===== config.mk =====
export PLATFORM = sky130hd
export DESIGN_NAME = mux4_rr_arbiter
export DESIGN_NICKNAME = d
export VERILOG_FILES = /design/src/rtl/mux4_rr_arbiter.sv
export SDC_FILE = /design/constraint.sdc
export NUM_CORES = 1
export LEC_CHECK = 0
export ABC_AREA = 1
export CAP_MARGIN = 10
export CORE_MARGIN = 8
export CORE_UTILIZATION = 25
export DETAILED_ROUTE_END_ITERATION = 12
export PLACE_DENSITY = 0.42
export SYNTH_ARGS = -nofsm -noshare
export SYNTH_HDL_FRONTEND = slang
export SYNTH_SLANG_ARGS = --single-unit

===== constraint.sdc =====
create_clock -name clk -period 2.1 [get_ports clk]
set_input_delay 0.525 -clock clk [delete_from_list [all_inputs] [get_ports clk]]
set_output_delay 0.525 -clock clk [all_outputs]
set_load 0.01 [all_outputs]

===== src/rtl/mux4_rr_arbiter.sv =====
// Four-requester round-robin arbiter that steers the winner's 1-bit data onto a shared channel.
// A grant is held until the owner drops its request or has held the channel for MAX_HOLD cycles.
module mux4_rr_arbiter #(
  parameter int MAX_HOLD = 4
) (
  input  logic       clk,
  input  logic       rst,
  input  logic [3:0] req,
  input  logic [3:0] x,
  output logic [3:0] gnt,
  output logic [1:0] sel,
  output logic       valid,
  output logic       y
);

  typedef enum logic {
    IDLE,
    GRANT
  } state_t;

  localparam logic [2:0] HOLD_LAST = 3'(MAX_HOLD - 1);

  state_t      state_q, state_d;
  logic [1:0]  sel_q, sel_d;
  logic [3:0]  gnt_q, gnt_d;
  logic        valid_q, valid_d;
  logic [1:0]  ptr_q, ptr_d;
  logic [2:0]  hold_cnt_q, hold_cnt_d;

  logic        releaseNow;
  logic [1:0]  arbBase;
  logic [1:0]  winner;

  // First requester at or after base in circular order; scanning from the far end
  // lets the nearest hit overwrite any later one.
  function automatic logic [1:0] pickWinner(input logic [3:0] r, input logic [1:0] base);
    logic [1:0] w;
    logic [1:0] idx;
    w = base;
    for (int k = 3; k >= 0; k--) begin
      idx = base + 2'(k);
      if (r[idx]) w = idx;
    end
    return w;
  endfunction

  assign releaseNow = (state_q == GRANT) && (!req[sel_q] || (hold_cnt_q == HOLD_LAST));
  assign arbBase    = releaseNow ? (sel_q + 2'd1) : ptr_q;
  assign winner     = pickWinner(req, arbBase);

  always_comb begin
    state_d    = state_q;
    sel_d      = sel_q;
    gnt_d      = gnt_q;
    valid_d    = valid_q;
    ptr_d      = ptr_q;
    hold_cnt_d = hold_cnt_q;

    case (state_q)
      IDLE: begin
        if (|req) begin
          state_d    = GRANT;
          sel_d      = winner;
          gnt_d      = 4'b0001 << winner;
          valid_d    = 1'b1;
          hold_cnt_d = 3'd0;
        end else begin
          valid_d = 1'b0;
          gnt_d   = 4'b0000;
        end
      end
      GRANT: begin
        if (releaseNow) begin
          // Re-arbitrate in the same edge so a waiting requester sees no idle bubble.
          ptr_d      = sel_q + 2'd1;
          hold_cnt_d = 3'd0;
          if (|req) begin
            state_d = GRANT;
            sel_d   = winner;
            gnt_d   = 4'b0001 << winner;
            valid_d = 1'b1;
          end else begin
            state_d = IDLE;
            gnt_d   = 4'b0000;
            valid_d = 1'b0;
          end
        end else begin
          hold_cnt_d = hold_cnt_q + 3'd1;
        end
      end
      default: begin
        state_d = IDLE;
        gnt_d   = 4'b0000;
        valid_d = 1'b0;
      end
    endcase
  end

  always_ff @(posedge clk) begin
    if (rst) begin
      state_q    <= IDLE;
      sel_q      <= 2'd0;
      gnt_q      <= 4'b0000;
      valid_q    <= 1'b0;
      ptr_q      <= 2'd0;
      hold_cnt_q <= 3'd0;
    end else begin
      state_q    <= state_d;
      sel_q      <= sel_d;
      gnt_q      <= gnt_d;
      valid_q    <= valid_d;
      ptr_q      <= ptr_d;
      hold_cnt_q <= hold_cnt_d;
    end
  end

  assign gnt   = gnt_q;
  assign sel   = sel_q;
  assign valid = valid_q;
  assign y     = valid_q & x[sel_q];

endmodule


Word-level counts from Yosys, hierarchy flattened. Cells that the tools add are included.

Equal/unequal tests: 3. Multiplexer cells: 31. $lt $le $gt $ge: 5. Shift-type cells: 1. Bitwise gates (word level): 2. Reduce and logical (&&, ||, !) cells: 4. $add $sub $neg: 5.

Operators with widths (number): less-than comparator 2 x 3 -> 1 bit, second input constant (5); two-way mux 2 bit (7); binary-select mux 1 bit (select 2 bit) (6); two-way mux 1 bit (9); two-way mux 4 bit (2); one-hot mux 4 bit (2 select lines) (1); two-way mux 3 bit (2); one-hot mux 3 bit (2 select lines) (1); adder 2 x 1 -> 2 bit, second input constant (2); adder 2 bit, second input constant (2); one-hot mux 1 bit (2 select lines) (2); one-hot mux 2 bit (2 select lines) (1); OR reduction 4 bit (1); << shifter 1 x 2 -> 4 bit, first input constant (1); adder 3 x 1 -> 3 bit, second input constant (1); == test 3 x 2 -> 1 bit, second input constant (1); != test 2 x 1 -> 1 bit, second input constant (1); != test 2 bit, second input constant (1); AND 1 bit (1); logical AND 1 bit (1); zero test 1 bit (1); logical OR 1 bit (1); inverter 1 bit (1).

Bits in registers: 13. Logic and storage cells: 57. Input port bits: 10. Output and inout bits: 8.

Longest topological paths before layout.
Depth in word-level cells: 17. Gate-level depth with buffers: 22. Mapped depth without buffers: 21.

Worst setup path after synthesis. No wires, ideal clock.

Kind: in2reg. From: input port req[3]. To: register gnt_q[2], in the netlist gnt[2]. Data required time: 1.972 ns. Stages on the path: 18. Path buffers: 0. Setup time: 0.128 ns. Slack: 0.189 ns. Arrival: 1.784 ns. Cell sequence: inv_1 nand2_1 nand3_2 nand2_2 nand2_4 nand3_1 nand2_2 nand2_1 nand2_2 nand2_1 nand2_2 inv_2 nand2_4 nand3_2 nand3_2 nor2_1 nor2_1 nor2_1.

Word-level cells in the longest chain between the ends: 17. Elaborated cells between the ends (all ways): 27. Classes of those cells: add/sub: 3; eq/ne: 1; shift: 1; mux: 18; reduce/logical: 4.

RTL lines: from (decl) (RTL line 8) `input logic [3:0] req,`; binary-select mux 1 bit (select 2 bit) (RTL line 47) `assign releaseNow = (state_q == GRANT) && (!req[sel_q] || (hold_cnt_q == HOLD_LAST));`; two-way mux 1 bit (implied by the code) (RTL line 47); zero test 1 bit (RTL line 47); logical OR 1 bit (RTL line 47); logical AND 1 bit (RTL line 47); two-way mux 2 bit; adder 2 bit (RTL line 41) `idx = base + 2'(k);`; binary-select mux 1 bit (select 2 bit) (RTL line 42) `if (r[idx]) w = idx;`; two-way mux 1 bit (implied by the code) (RTL line 42); two-way mux 2 bit (4 in series) (RTL line 42); << shifter 1 x 2 -> 4 bit (RTL line 64, 80); two-way mux 4 bit (RTL line 61, 77); two-way mux 4 bit (RTL line 73) `if (releaseNow) begin`; one-hot mux 4 bit (2 select lines) (RTL line 59) `case (state_q)`; to (signal assigned) (RTL line 110) `gnt_q <= gnt_d;`; to (decl) (RTL line 25) `logic [3:0] gnt_q, gnt_d;`.

Parallel ways exist; a longest one is shown, timed or not. The select of a mux whose other input is x is not followed. A chain may end at the register's enable or synchronous reset.

Worst setup path in the final report.
From: register hold_cnt_q[0]. To: register gnt_q[3], in the netlist gnt[3].

Word-level cells in the longest chain between the ends: 15. Elaborated cells between the ends (all ways): 24. Classes of those cells: add/sub: 3; eq/ne: 2; shift: 1; mux: 16; reduce/logical: 2.

RTL lines: from (decl) (RTL line 28) `logic [2:0] hold_cnt_q, hold_cnt_d;`; from (signal assigned) (RTL line 113) `hold_cnt_q <= hold_cnt_d;`; == test 3 x 2 -> 1 bit * (RTL line 47); logical OR 1 bit * (RTL line 47); logical AND 1 bit * (RTL line 47); two-way mux 2 bit; adder 2 bit (RTL line 41); binary-select mux 1 bit (select 2 bit) (RTL line 42); two-way mux 1 bit (implied by the code) (RTL line 42); two-way mux 2 bit (4 in series) (RTL line 42); << shifter 1 x 2 -> 4 bit (RTL line 64, 80); two-way mux 4 bit (RTL line 61, 77); two-way mux 4 bit (RTL line 73); one-hot mux 4 bit (2 select lines) (RTL line 59).

Every way passes the cells marked *; elsewhere a longest branch is shown, timed or not. The select of a mux whose other input is x is not followed.

==> summary.md <==
| Metric | Value |
|---|---|
| Outcome | complete, no violations |
| H-tree lvl count | 1 |
| Placed Area | 0.00131 mm^2 |
| Core area | 0.00366 mm^2 |
| Sequential-to-total area share from yosys stat | 0.273 |
| Finished Cell Area | 0.00166 mm^2 |
| Syn_nets | 155 |
| First-pass GRT wire length | 4330 um |
| CP Max Fanout | 6 |
| CTS tree | done |
| Main synth FF type | dfxtp_1 |
| Async SR Flop Fraction | 0 |
| Fill cells | 394 |
| FF+latch area | 268 um^2 |
| Via count | 1,065 |
| CP Launch Type | register |
| Footprint of the multi-input gates | 793 um^2 |
| Initial DRC count | 36 |
| Gpl congestion | 0.831 |
| Critical path data arrival time | 2.19 ns |
| Hold path depth | 2 |
| Clock transition at path regs | 0.05 ns |
| Worst vdd ir | 0.000605 V |
| Hold WS | 0.458 ns |
| Vias per inst | 4.40 |
| Initial Util | 0.261 |
| I/O Buffers | 17 |
| Largest net degree at the start of global routing | 8 |
| Number of max-cap violations | 0 |
| Largest stage delay, worst path | 0.33 ns |
| Total CTS buffers | 3 |
| Drt pass-1 iters | 4 |
| Slew Limit Headroom | 0.688 |
| Delay-heaviest family, CP | simple AND/OR/NAND/NOR gates |
| Worst path slowest cell | dfxtp_2 |
| Chip height | 77.8 um |
| Grt met1 use | 0.107 |
| Number of diodes | 0 |
| Synth-to-Final Area Change | 74.3% |
| Vias in the first global route | 1,039 |
| Row count | 22 |
| Syn avg cell area | 6.68 um^2 |
| Most used routing layer | met2 |
| Post-synth EDFFs | 0 |
| Total track usage | 0.0846 |
| Setup tns final | 0 ns |
| I/O Pins | 18 |
| Max Freq | 497 MHz |
| Root Buffer | clkbuf_8 |
| Worst Path Required | 2.27 ns |
| Final HPWL from detailed placement | 1930 um |
| Initial antenna violation count | 0 |
| DIE AREA | 0.00605 mm^2 |
| Post-Route WL | 2690 um |
| WP buf/inv | 3 |
| GR Overflow Total | 0 |
| Synthesized flop and latch total | 13 |
| Layout Nets | 207 |
| Most common cell after layout, fill and taps aside | buf_4 |
| Share of layout cells above drive strength 1 | 0.577 |
| Synth unique cells | 24 |
| Final Power | 2560 uW |
| DR DRC count | 0 |
| Critical hold path startpoint | hold_cnt_q[2] |
| FF-to-FF End | gnt[3] |
| Placed insts | 225 |
| Syn Std Cell Area | 955 um^2 |
| R2R Setup Slk | 0.09 ns |
| Post-route ant nets | 0 |
| Worst-Margin Slew | 0.468 ns |
| Syn Inst Count | 143 |
| Hold Crit Class | register to register |
| RSZ-0062 raised after global routing | true |
| Min Tclk post-route | 2.01 ns |
| Yosys warns | 0 |
| Non-Filler Instances | 242 |
| Worst skew pair latency | 0.24 ns |
| Met3 GRT Util | 0.0288 |
| Clk buf depth | 2 |
| CP cell instances | ha_4, ha_4, inv_4, nand2_4, nand2_8, nand2_4, nand2_8, inv_8, nand2_8, nand2_4, nand2_2, nand2_2, nor2_1, nand2_1, nand2_1, nand2_2, inv_2, nand3_2, a21oi_2 |
| Fin crit share | 0.958 |
| Most frequent cells in the layout | buf_4 (31), nand2_2 (21), nand2_1 (14) |
| CP Class | register to register |
| Final hold violations | 0 |
| RR Startpoint | hold_cnt_q[0] |
| Leak | 0.000749 uW |
| Met2 Resource Use GR | 0.130 |
| Clk sinks | 13 |
| Final setup vio count | 0 |
| Pins Over Slew Limit | 0 |
| Routed len/inst | 11.1 um |
| Clock Skew | 0.00143 ns |
| Nature of the critical path endpoint | register |
| Power per Cell Area | 1540 mW/mm^2 |
| Reg2Reg Depth | 19 |
| WHS Endpoint | hold_cnt_q[2] |
| Die extent in x | 77.8 um |
-- per-layer routing --
metal / wire length [um] / vias up
met2: 1250 / 17
met4: 14 / 0
li1: - / 552
met5: 0 / -
met3: 159 / 2
met1: 1270 / 494
-- layout make-up --
class | count | share of cell area
repair buffers | 49 | 0.234
flip-flops and latches | 13 | 0.161
multi-input cells | 103 | 0.477
clock buffers | 4 | 0.0271
well taps | 48 | 0.0361
inverters | 25 | 0.0654
-- Yosys cell counts, types with 2 or more instances --
library cell	number	area [um^2]
a21oi_1	7	35.0
dfxtp_1	13	260
ha_1	2	25.0
inv_1	17	63.8
inv_2	6	22.5
nand2_1	28	105
nand2_2	14	87.6
nand2_4	6	67.6
nand3_1	14	70.1
nand3_2	6	60.1
nor2_1	13	48.8
o21ai_0	5	25.0
-- power by group --
| group | switching, uW | internal, uW |
|---|---|---|
| clock | 86.3 | 134 |
| combinational | 1070 | 862 |
| sequential | 79.9 | 330 |
| total | 1230 | 1330 |
-- how the worst max path moves through the flow --
stage | startpoint | endpoint | slack, ns | cells after the start
global placement | req[3] | gnt[2] | -0.43 | 21
detailed placement | req[3] | gnt[2] | -0.45 | 21
floorplan | req[3] | gnt[2] | 0.19 | 18
finish | hold_cnt_q[0] | gnt[3] | 0.09 | 19
CTS | req[0] | gnt[2] | 0.0007 | 22
global route | sel[0] | gnt[2] | -0.07 | 20
-- state kept, by name (all words and copies together), names as in the netlist --
register	count
gnt	4
hold_cnt_q	3
ptr_q	2
sel	2
state_q	1
valid	1
-- what timing repair did --
| item | in CTS | in global routing |
|---|---|---|
| gates resized for setup | 35 | 44 |
| setup endpoints to repair | 7 | 6 |
| pin swaps | 19 | 16 |
| cloned | 0 | 0 |
| buffers inserted | 9 | 4 |
| endpoints found under the hold margin | 0 | 0 |
| hold buffers | 0 | 0 |
-- metrics by stage --
step	worst slack, ns	util
finish	0.0881	0.455
global route	-0.0731	0.455
CTS	0.000740	0.408
detailed placement	-0.451	0.359
global placement	-0.427	0.359
floorplan	0.189	-
-- cells by family after synthesis --
logic type | Yosys count | synth area share
buffers and inverters | 27 | 0.122
adder cells (fa/ha/maj) | 2 | 0.0262
AO/OA/AOI/OAI | 15 | 0.0839
XOR/XNOR | 1 | 0.00918
AND/OR/NAND/NOR | 85 | 0.486
flip-flops | 13 | 0.273
-- worst reg2reg max path, delay by kind of cell (launching register included) --
family	cells	cell delay, ns
AOI/OAI and AO/OA	1	0.13
and+or+nand+nor	13	0.99
adders and majority gates	2	0.31
DFF	1	0.33
buffers and inverters	3	0.18
No activity file was read; power rests on OpenSTA's default activity.
